<file path="config.mk">
export PLATFORM = sky130hd
export DESIGN_NAME = simon_seq_engine_flat
export DESIGN_NICKNAME = d
export VERILOG_FILES = /design/src/rtl/simon_pkg.sv /design/src/rtl/simon_seq_engine_if.sv /design/src/rtl/simon_seq_ram.sv /design/src/rtl/simon_seq_engine.sv /design/src/flat_wrapper.sv
export SDC_FILE = /design/constraint.sdc
export NUM_CORES = 1
export LEC_CHECK = 0
export CORE_ASPECT_RATIO = 0.7
export CORE_UTILIZATION = 51
export DETAILED_ROUTE_END_ITERATION = 8
export PLACE_DENSITY = 0.7
export SYNTH_ARGS = -nofsm -noshare
export SYNTH_HDL_FRONTEND = slang
export SYNTH_SLANG_ARGS = --single-unit
</file>
<file path="constraint.sdc">
create_clock -name clk -period 4.1 [get_ports clk]
set_input_delay 0.615 -clock clk [delete_from_list [all_inputs] [get_ports clk]]
set_output_delay 0.615 -clock clk [all_outputs]
set_load 0.01 [all_outputs]
</file>
<file path="src/rtl/simon_pkg.sv">
`default_nettype none
// ============================================================================
// Module      : simon_pkg
// Description : Shared state encoding and width/one-hot helpers for the
//               Simon sequence engine.
// Revision    : 1.0 - initial release
// ============================================================================
package simon_pkg;

    typedef enum logic [2:0] {
        IDLE     = 3'd0,
        ADD      = 3'd1,
        SHOW_ON  = 3'd2,
        SHOW_OFF = 3'd3,
        INPUT    = 3'd4,
        WIN      = 3'd5,
        LOSE     = 3'd6
    } state_t;

    function automatic int idx_w(input int n);
        return (n <= 2) ? 1 : $clog2(n);
    endfunction

    function automatic int lvl_w(input int max_len);
        return $clog2(max_len + 1);
    endfunction

    function automatic int addr_w(input int max_len);
        return (max_len <= 2) ? 1 : $clog2(max_len);
    endfunction

    // Colour index to LED pattern; indices outside 0..n-1 give an all-dark pattern.
    function automatic logic [7:0] onehot(input logic [2:0] idx, input int n);
        logic [7:0] v;
        v = '0;
        if (int'(idx) < n) v[idx] = 1'b1;
        return v;
    endfunction

endpackage
`default_nettype wire

</file>
<file path="src/rtl/simon_seq_engine_if.sv">
`default_nettype none
// ============================================================================
// Module      : simon_seq_engine_if
// Description : Game-side signal bundle between the engine and its
//               tick/random sources and the LED/display logic.
// Revision    : 1.0 - initial release
// ============================================================================
interface simon_seq_engine_if
    import simon_pkg::*;
#(
    parameter int N_BTN   = 4,
    parameter int MAX_LEN = 16
);
    localparam int c_IDX_W = idx_w(N_BTN);
    localparam int c_LVL_W = lvl_w(MAX_LEN);

    logic               tick;
    logic               start;
    logic [N_BTN-1:0]   btn;
    logic [c_IDX_W-1:0] rnd;
    logic [N_BTN-1:0]   led;
    logic [c_LVL_W-1:0] level;
    logic               busy;
    logic               win;
    logic               lose;

    modport master (
        output tick, start, btn, rnd,
        input  led, level, busy, win, lose
    );

    modport slave (
        input  tick, start, btn, rnd,
        output led, level, busy, win, lose
    );
endinterface
`default_nettype wire

</file>
<file path="src/rtl/simon_seq_ram.sv">
`default_nettype none
// ============================================================================
// Module      : simon_seq_ram
// Description : Colour sequence store; synchronous write, combinational read.
// Revision    : 1.0 - initial release
// ============================================================================
module simon_seq_ram #(
    parameter int MAX_LEN = 16,
    parameter int IDX_W   = 2,
    parameter int AW      = 4
) (
    input  wire logic             clk,
    input  wire logic             w_en,
    input  wire logic [AW-1:0]    w_addr,
    input  wire logic [IDX_W-1:0] w_data,
    input  wire logic [AW-1:0]    r_addr,
    output      logic [IDX_W-1:0] r_data
);
    logic [IDX_W-1:0] r_mem [MAX_LEN];

    always_ff @(posedge clk) begin
        if (w_en) r_mem[w_addr] <= w_data;
    end

    // Playback look-ahead can address one past the last entry; return a benign value.
    assign r_data = (int'(r_addr) < MAX_LEN) ? r_mem[r_addr] : '0;
endmodule
`default_nettype wire

</file>
<file path="src/rtl/simon_seq_engine.sv">
`default_nettype none
// ============================================================================
// Module      : simon_seq_engine
// Description : Simon Says engine: grows, plays back and checks a colour
//               sequence. Define SIMON_SPEEDUP_EN to shorten LED on-time as
//               the sequence grows.
// Revision    : 1.0 - initial release
// ============================================================================
module simon_seq_engine
    import simon_pkg::*;
#(
    parameter int N_BTN         = 4,
    parameter int MAX_LEN       = 16,
    parameter int SHOW_TICKS    = 4,
    parameter int GAP_TICKS     = 2,
    parameter int TIMEOUT_TICKS = 32
) (
    input wire logic          clk,
    input wire logic          rst,
    simon_seq_engine_if.slave bus
);
    localparam int c_IDX_W  = idx_w(N_BTN);
    localparam int c_LVL_W  = lvl_w(MAX_LEN);
    localparam int c_AW     = addr_w(MAX_LEN);
    localparam int c_CNT_MX = (SHOW_TICKS > GAP_TICKS) ? SHOW_TICKS : GAP_TICKS;
    localparam int c_CNT_W  = $clog2(c_CNT_MX + 1);
    localparam int c_TMR_W  = $clog2(TIMEOUT_TICKS + 1);

    state_t             r_state, w_state_nxt;
    logic [c_AW-1:0]    r_idx, w_idx_nxt, w_raddr, w_waddr;
    logic [c_CNT_W-1:0] r_cnt, w_cnt_nxt, w_on_ticks;
    logic [c_TMR_W-1:0] r_timer, w_timer_nxt;
    logic [c_LVL_W-1:0] r_level, w_level_nxt;
    logic [N_BTN-1:0]   r_btn_prev, r_led, w_led_nxt, w_expect, w_show_oh;
    logic [c_IDX_W-1:0] w_rnd_mod, w_rdata, w_show_data;
    logic               r_busy, r_win, r_lose;
    logic               w_we, w_press, w_last;
    int                 w_trim;

    assign w_rnd_mod = c_IDX_W'(32'(bus.rnd) % $unsigned(N_BTN));
    assign w_press   = (|bus.btn) && !(|r_btn_prev);
    assign w_last    = (c_LVL_W'(r_idx) == r_level - c_LVL_W'(1));
    assign w_we      = (r_state == ADD);
    assign w_waddr   = r_level[c_AW-1:0];

    // Read port looks ahead to the entry shown next; in INPUT it serves the compare.
    always_comb begin
        case (r_state)
            ADD:      w_raddr = '0;
            SHOW_OFF: w_raddr = r_idx + c_AW'(1);
            default:  w_raddr = r_idx;
        endcase
    end

    simon_seq_ram #(
        .MAX_LEN (MAX_LEN),
        .IDX_W   (c_IDX_W),
        .AW      (c_AW)
    ) u_ram (
        .clk    (clk),
        .w_en   (w_we),
        .w_addr (w_waddr),
        .w_data (w_rnd_mod),
        .r_addr (w_raddr),
        .r_data (w_rdata)
    );

    assign w_show_data = (w_we && (w_waddr == w_raddr)) ? w_rnd_mod : w_rdata;
    assign w_show_oh   = N_BTN'(onehot(3'(w_show_data), N_BTN));
    assign w_expect    = N_BTN'(onehot(3'(w_rdata), N_BTN));

    always_comb begin
        w_trim = 0;
`ifdef SIMON_SPEEDUP_EN
        if (r_level != '0) w_trim = int'(r_level) - 1;
        if (w_trim > SHOW_TICKS / 2) w_trim = SHOW_TICKS / 2;
`endif
        w_on_ticks = c_CNT_W'(SHOW_TICKS - w_trim);
    end

    always_comb begin
        w_state_nxt = r_state;
        w_idx_nxt   = r_idx;
        w_cnt_nxt   = r_cnt;
        w_timer_nxt = r_timer;
        w_level_nxt = r_level;
        case (r_state)
            IDLE: begin
                if (bus.start) begin
                    w_level_nxt = '0;
                    w_state_nxt = ADD;
                end
            end
            ADD: begin
                w_level_nxt = r_level + c_LVL_W'(1);
                w_idx_nxt   = '0;
                w_cnt_nxt   = '0;
                w_state_nxt = SHOW_ON;
            end
            SHOW_ON: begin
                if (bus.tick) begin
                    if (r_cnt == w_on_ticks - c_CNT_W'(1)) begin
                        w_cnt_nxt   = '0;
                        w_state_nxt = SHOW_OFF;
                    end else begin
                        w_cnt_nxt = r_cnt + c_CNT_W'(1);
                    end
                end
            end
            SHOW_OFF: begin
                if (bus.tick) begin
                    if (r_cnt == c_CNT_W'(GAP_TICKS - 1)) begin
                        w_cnt_nxt = '0;
                        if (w_last) begin
                            w_idx_nxt   = '0;
                            w_timer_nxt = '0;
                            w_state_nxt = INPUT;
                        end else begin
                            w_idx_nxt   = r_idx + c_AW'(1);
                            w_state_nxt = SHOW_ON;
                        end
                    end else begin
                        w_cnt_nxt = r_cnt + c_CNT_W'(1);
                    end
                end
            end
            INPUT: begin
                // A press takes priority over an expiring timer.
                if (w_press) begin
                    if (bus.btn != w_expect) begin
                        w_state_nxt = LOSE;
                    end else if (!w_last) begin
                        w_idx_nxt   = r_idx + c_AW'(1);
                        w_timer_nxt = '0;
                    end else if (r_level == c_LVL_W'(MAX_LEN)) begin
                        w_state_nxt = WIN;
                    end else begin
                        w_state_nxt = ADD;
                    end
                end else if (r_timer == c_TMR_W'(TIMEOUT_TICKS)) begin
                    w_state_nxt = LOSE;
                end else if (bus.tick) begin
                    w_timer_nxt = r_timer + c_TMR_W'(1);
                end
            end
            WIN, LOSE: begin
                if (bus.start) begin
                    w_level_nxt = '0;
                    w_state_nxt = ADD;
                end
            end
            default: w_state_nxt = IDLE;
        endcase
    end

    always_comb begin
        w_led_nxt = '0;
        case (w_state_nxt)
            SHOW_ON: w_led_nxt = (r_state == SHOW_ON) ? r_led : w_show_oh;
            INPUT:   w_led_nxt = bus.btn;
            default: w_led_nxt = '0;
        endcase
    end

    always_ff @(posedge clk) begin
        if (rst) begin
            r_state    <= IDLE;
            r_idx      <= '0;
            r_cnt      <= '0;
            r_timer    <= '0;
            r_level    <= '0;
            r_btn_prev <= '0;
            r_led      <= '0;
            r_busy     <= 1'b0;
            r_win      <= 1'b0;
            r_lose     <= 1'b0;
        end else begin
            r_state    <= w_state_nxt;
            r_idx      <= w_idx_nxt;
            r_cnt      <= w_cnt_nxt;
            r_timer    <= w_timer_nxt;
            r_level    <= w_level_nxt;
            r_btn_prev <= bus.btn;
            r_led      <= w_led_nxt;
            r_busy     <= !((w_state_nxt == IDLE) || (w_state_nxt == WIN) || (w_state_nxt == LOSE));
            r_win      <= (w_state_nxt == WIN);
            r_lose     <= (w_state_nxt == LOSE);
        end
    end

    assign bus.led   = r_led;
    assign bus.level = r_level;
    assign bus.busy  = r_busy;
    assign bus.win   = r_win;
    assign bus.lose  = r_lose;
endmodule
`default_nettype wire

</file>
<file path="src/flat_wrapper.sv">
// flat-port wrapper written by rule: the top's interface ports become plain ports
module simon_seq_engine_flat import simon_pkg::*;
#(
    parameter int N_BTN         = 4,
    parameter int MAX_LEN       = 16,
    parameter int SHOW_TICKS    = 4,
    parameter int GAP_TICKS     = 2,
    parameter int TIMEOUT_TICKS = 32
)
  (clk, rst, bus_tick, bus_start, bus_btn, bus_rnd, bus_led, bus_level, bus_busy, bus_win, bus_lose);
  simon_seq_engine_if #(.N_BTN(N_BTN), .MAX_LEN(MAX_LEN)) bus_i ();
  input wire logic clk;
  input wire logic rst;
  input wire logic [$bits(bus_i.tick)-1:0] bus_tick;
  input wire logic [$bits(bus_i.start)-1:0] bus_start;
  input wire logic [$bits(bus_i.btn)-1:0] bus_btn;
  input wire logic [$bits(bus_i.rnd)-1:0] bus_rnd;
  output wire logic [$bits(bus_i.led)-1:0] bus_led;
  output wire logic [$bits(bus_i.level)-1:0] bus_level;
  output wire logic [$bits(bus_i.busy)-1:0] bus_busy;
  output wire logic [$bits(bus_i.win)-1:0] bus_win;
  output wire logic [$bits(bus_i.lose)-1:0] bus_lose;
  assign bus_i.tick = bus_tick;
  assign bus_i.start = bus_start;
  assign bus_i.btn = bus_btn;
  assign bus_i.rnd = bus_rnd;
  assign bus_led = bus_i.led;
  assign bus_level = bus_i.level;
  assign bus_busy = bus_i.busy;
  assign bus_win = bus_i.win;
  assign bus_lose = bus_i.lose;
  simon_seq_engine #(.N_BTN(N_BTN), .MAX_LEN(MAX_LEN), .SHOW_TICKS(SHOW_TICKS), .GAP_TICKS(GAP_TICKS), .TIMEOUT_TICKS(TIMEOUT_TICKS)) u_core (.clk(clk), .rst(rst), .bus(bus_i));
endmodule
</file>
## Yosys cells after proc, flatten, opt, wreduce, memory -nomap -nowiden

Memories as Yosys holds them, arrays and structs flattened.
Index checks and enable logic that the tools add are counted.

- $add $sub $neg: 5
- Magnitude comparators: 4
- Equal/unequal tests: 30
- Mux-type cells: 45
- Reductions and logical operators: 21

Operators by type and width:

| kind | number |
|---|---|
| $mux W6 | 8 |
| $mux W3 | 15 |
| $mux W4 | 7 |
| $eq A3 B3 Y1 const B | 6 |
| $pmux W4 S2 | 2 |
| $pmux W3 S5 | 1 |
| $eq A3 B2 Y1 const B | 4 |
| $pmux W4 S3 | 1 |
| $pmux W6 S2 | 1 |
| $ne A2 B2 Y1 const B | 5 |
| $pmux W5 S2 | 1 |
| $pmux W3 S3 | 1 |
| $lt A2 B4 Y1 const B | 2 |
| $ne A2 B1 Y1 const B | 4 |
| $reduce_and A8 Y1 | 1 |
| $reduce_or A4 Y1 | 2 |
| $add A6 B1 Y6 const B | 1 |
| $eq A3 B1 Y1 const B | 2 |
| $eq A6 B6 Y1 const B | 1 |
| $logic_not A3 Y1 | 2 |
| $ne A3 B2 Y1 const B | 2 |
| $ne A3 B3 Y1 const B | 2 |
| $reduce_and A6 Y1 | 1 |
| $reduce_bool A3 Y1 | 2 |
| other kinds (20) | 31 |

- Flip-flop bits (word level): 32
- Bits in writable memories: 32
- Output and inout bits: 12
- Word-level logic and storage cells: 116
- Memories kept: 1

Memories:

| memory | words | bits a word | read ports | clocked after memory_dff | wr ports | line | source |
|---|---|---|---|---|---|---|---|
| u_core.u_ram.r_mem | 16 | 2 | 1 | 0 | 1 | simon_seq_ram.sv:19 | `logic [IDX_W-1:0] r_mem [MAX_LEN];` |

## Longest topological paths before layout

An unclocked memory read counts as a cell.

- Depth after elaboration: 15
- Depth in mapped cells: 13
- Gate-level depth less buffers: 12

## By module

A second synthesis with hierarchy kept.

- Cell total of the unflattened synthesis: 350
- Area, all modules: 3617.2 sq um

By module, submodules not included:

| module | times used | cells an instance | area an instance (sq um) |
|---|---|---|---|
| simon_seq_engine | 1 | 274 | 2277.2 |
| simon_seq_ram | 1 | 76 | 1340.0 |

## Worst setup path after synthesis

Ideal clock, no wire load.

- Path kind: register to register
- Start point: register u_core.r_level[0] (netlist: u_core.bus.level[0])
- End point: register u_core.r_led[1] (netlist: u_core.bus.led[1])
- Arrival: 3096 ps
- Data required time: 3997 ps
- Path slack: 900 ps
- Stages on the path, launching flop included: 13
- Buffers on the path: 0
- Period minus slack after synthesis: 3200 ps
- Path through: dfxtp_1 > inv_1 > ha_1 > nor3b_1 > a21oi_1 > or3_1 > a31o_2 > a21oi_2 > a41oi_1 > a21oi_1 > o21ai_0 > a211o_1 > a2111oi_2

- Longest elaborated chain between the ends: 9
- Elaborated cells between the ends (all ways): 24
- Classes of those cells: add/sub: 1; order compare: 2; eq/ne: 6; mux: 13; reduce/logical: 2

RTL lines:

| item | line | source |
|---|---|---|
| start: declaration | simon_seq_engine.sv:33 | `logic [c_LVL_W-1:0] r_level, w_level_nxt;` |
| start signal: assignment | simon_seq_engine.sv:182 | `r_level <= w_level_nxt;` |
| branches (longest 9 deep; another with $sub A5 B1 Y5) | n/a |  |
| end signal: assignment | simon_seq_engine.sv:184 | `r_led <= w_led_nxt;` |
| end: declaration | simon_seq_engine.sv:34 | `logic [N_BTN-1:0] r_btn_prev, r_led, w_led_nxt, w_expect, w_show_oh;` |

Several ways; the timed one is not identified. The select of a mux whose other input is x is not followed.
A chain may end at the register's enable or synchronous reset.

## Worst setup path after layout

Ends and elaborated chain as after synthesis.

==> metrics.txt <==
status finished clean; syn nets 465; critical path class reg -> reg; Initial Util 52.57%; die area 0.008448 mm²; Static Leakage 0.001693 µW; largest net degree at the start of global routing 35; DR WL/cell 18.20 µm; Tcrit/Tclk final 91.95%; synthesized instance count 443; Crit path arrival time 4.00 ns; Std-Cell Rows 27; register area 0.001602 mm²; vias in the first global route 3245; Crit. End Element flip-flop; worst r2r src u_core.bus.level[0]$_SDFFE_PP0P_; setup TNS 0 ns; Placer Congestion 0.9426; Final Hold Vio Count 0; clock sink count 64; worst hold slack 0.5191 ns; Synth Flop Type edfxtp_1; clk slew on worst S/H paths 0.06 ns; hold_sp u_core.r_cnt[0]$_SDFFE_PP0P_; first drt pass iteration count 5; hold_buf cts 0; CP Launch Type flip-flop; Tot Pwr 2401 µW; antenna cells 0; TritonCTS clock tree done; area of the multi-input gates 0.002317 mm²; Die Y 77.20 µm; ANT nets after route 0; num ports 22; Layout area overhead 14.36%; via count 3483; top cells by area, synth edfxtp_1 (23%), dfxtp_1 (16%), mux2i_1 (4.4%); first-pass GRT wire length 16860 µm; port bufs 21; YS warnings 0; crit-path max FO 7; Die X 109.4 µm; reg-to-reg slack, setup 0.33 ns; Pwr per Cell Area 509.6 mW/mm²; Max clock buf depth 2; Slew Limit Fails 0; sequential area share after synthesis 38.87%; Overall Global Routing Usage 26.09%; mapped cell area 0.004120 mm²; HP Class reg -> reg; final WL 10320 µm; antenna violations before repair 0; relative slew slack 50.71%; Inserted Clock Buffers 9; Required @ worst endpoint 4.33 ns; routed vias/inst 6.143; VDD IR max 0.2523 mV; Nets 483; Yosys top cell area share 23.32%; clk_skew 0.01190 ns; reg2reg path depth 12; root buffer cell clkbuf_16; Final HPWL DP 7308 µm; insertion delay to the later sink of the worst-skew pair 0.34 ns; leading cell types in the layout, fill and taps excluded nor2_1 (44), nand2_1 (36), dfxtp_1 (32), edfxtp_1 (32), a21oi_1 (26); clock period minus final worst setup slack 3.770 ns; share of cells above drive strength 1 11.37%; H-tree depth 3; max_cap viols 0; worst hold path cell count 1; worst-margin pin slew 0.7316 ns; leading area contributor after synthesis edfxtp_1; Post-CTS Setup Repair Bufs 0; total grt overflow 0; RSZ-0062 raised after global routing false; core area 0.007838 mm²; number of fill cells 686; post-CTS resize count 0; number of flops mapped to enable cells by yosys 32; fmax 265.2 MHz; drt drc 0; #FFs+latches synth 64; hold endpoint u_core.r_cnt[0]$_SDFFE_PP0P_; Mapped Avg Cell Area 9.301 µm²; Reg2Reg Capture Point u_core.bus.led[1]$_SDFFE_PP0P_; final setup violation count 0; Distinct cells, synth 75; ys async rst share 0%; DR iter-0 viols 348; commonest non-fill, non-tap cell in the layout nor2_1
cell families after synthesis:
kind of cell / synth area share (%)
compound gates: 21.77
xor+xnor: 2.126
fa+ha+maj: 3.644
buf+inv: 4.889
flops: 38.87
mux: 6.681
simple gates: 22.02
routing by layer:
metal,global-route usage [%],vias up,part of all wire [%]
li1,-,1680,-
met1,40.93,1672,51
met2,36.23,117,42
met3,4.762,14,6.1
met4,6.400,0,0.96
met5,0,-,0
power by group:
part | switching [µW] | internal, µW
Clock | 304 | 533
Combinational | 488 | 325
Sequential | 37.8 | 713
how the worst max path moves through the flow:
stage                                           from                        endpoint  slack, ns
floorplan           u_core.bus.level[0]$_SDFFE_PP0P_  u_core.bus.led[1]$_SDFFE_PP0P_       0.90
global placement    u_core.bus.level[0]$_SDFFE_PP0P_  u_core.bus.led[2]$_SDFFE_PP0P_       0.50
detailed placement  u_core.bus.level[0]$_SDFFE_PP0P_  u_core.bus.led[1]$_SDFFE_PP0P_       0.41
CTS                 u_core.bus.level[0]$_SDFFE_PP0P_  u_core.bus.led[1]$_SDFFE_PP0P_       0.37
global route        u_core.bus.level[0]$_SDFFE_PP0P_  u_core.bus.led[1]$_SDFFE_PP0P_      0.004
finish              u_core.bus.level[0]$_SDFFE_PP0P_  u_core.bus.led[1]$_SDFFE_PP0P_       0.33
critical path, cell delays in order, from the launching register on:
cell	delay, ns
dfxtp_1	0.49
inv_1	0.15
ha_1	0.29
nor3b_1	0.19
a21oi_1	0.06
or3_1	0.32
a31o_2	0.27
a21oi_2	0.37
a41oi_1	0.17
a21oi_1	0.32
o21ai_0	0.36
a211o_1	0.38
a2111oi_2	0.29
cells in the mapped netlist, types with 6 or more instances:
| cell type | instances |
|---|---|
| mux2i_1 | 18 |
| and2_1 | 20 |
| or3_1 | 7 |
| clkbuf_1 | 11 |
| o21ai_0 | 16 |
| nand2_1 | 36 |
| nand2b_1 | 11 |
| o21ai_1 | 6 |
| inv_1 | 16 |
| nand3_1 | 15 |
| o22ai_1 | 8 |
| a21oi_1 | 26 |
| edfxtp_1 | 32 |
| nor2_1 | 44 |
| ha_1 | 12 |
| dfxtp_1 | 32 |
| nor2b_1 | 12 |
final cells by class:
cell class / instances / area share, %
Multi-Input combinational cell: 339 / 49.18
Timing Repair Buffer: 31 / 6.054
Inverter: 16 / 1.275
Clock inverter: 7 / 2.045
Tap cell: 101 / 2.682
Clock buffer: 9 / 4.780
Sequential cell: 64 / 33.99
state kept, by name, indices dropped and copies added, names as in the netlist, 3 cells and up:
signal / cells
u_core.bus.level: 5
u_core.u_ram.r_mem: 32
u_core.r_idx: 4
u_core.r_state: 3
u_core.bus.led: 4
u_core.r_timer: 6
u_core.r_btn_prev: 4
u_core.r_cnt: 3
metrics by stage:
stage / setup WS [ns] / utilization [%] / instance area (µm²) / std cells
after floorplan: 0.9000 / - / 4120 / 443
after global placement: 0.5012 / 56.02 / 4390 / 551
after detailed placement: 0.4089 / 56.02 / 4390 / 551
after CTS: 0.3727 / 60.12 / 4712 / 567
after global routing: 0.004433 / 60.12 / 4712 / 567
final: 0.3300 / 60.12 / 4712 / 567
Power figures use the tool's default switching activity.
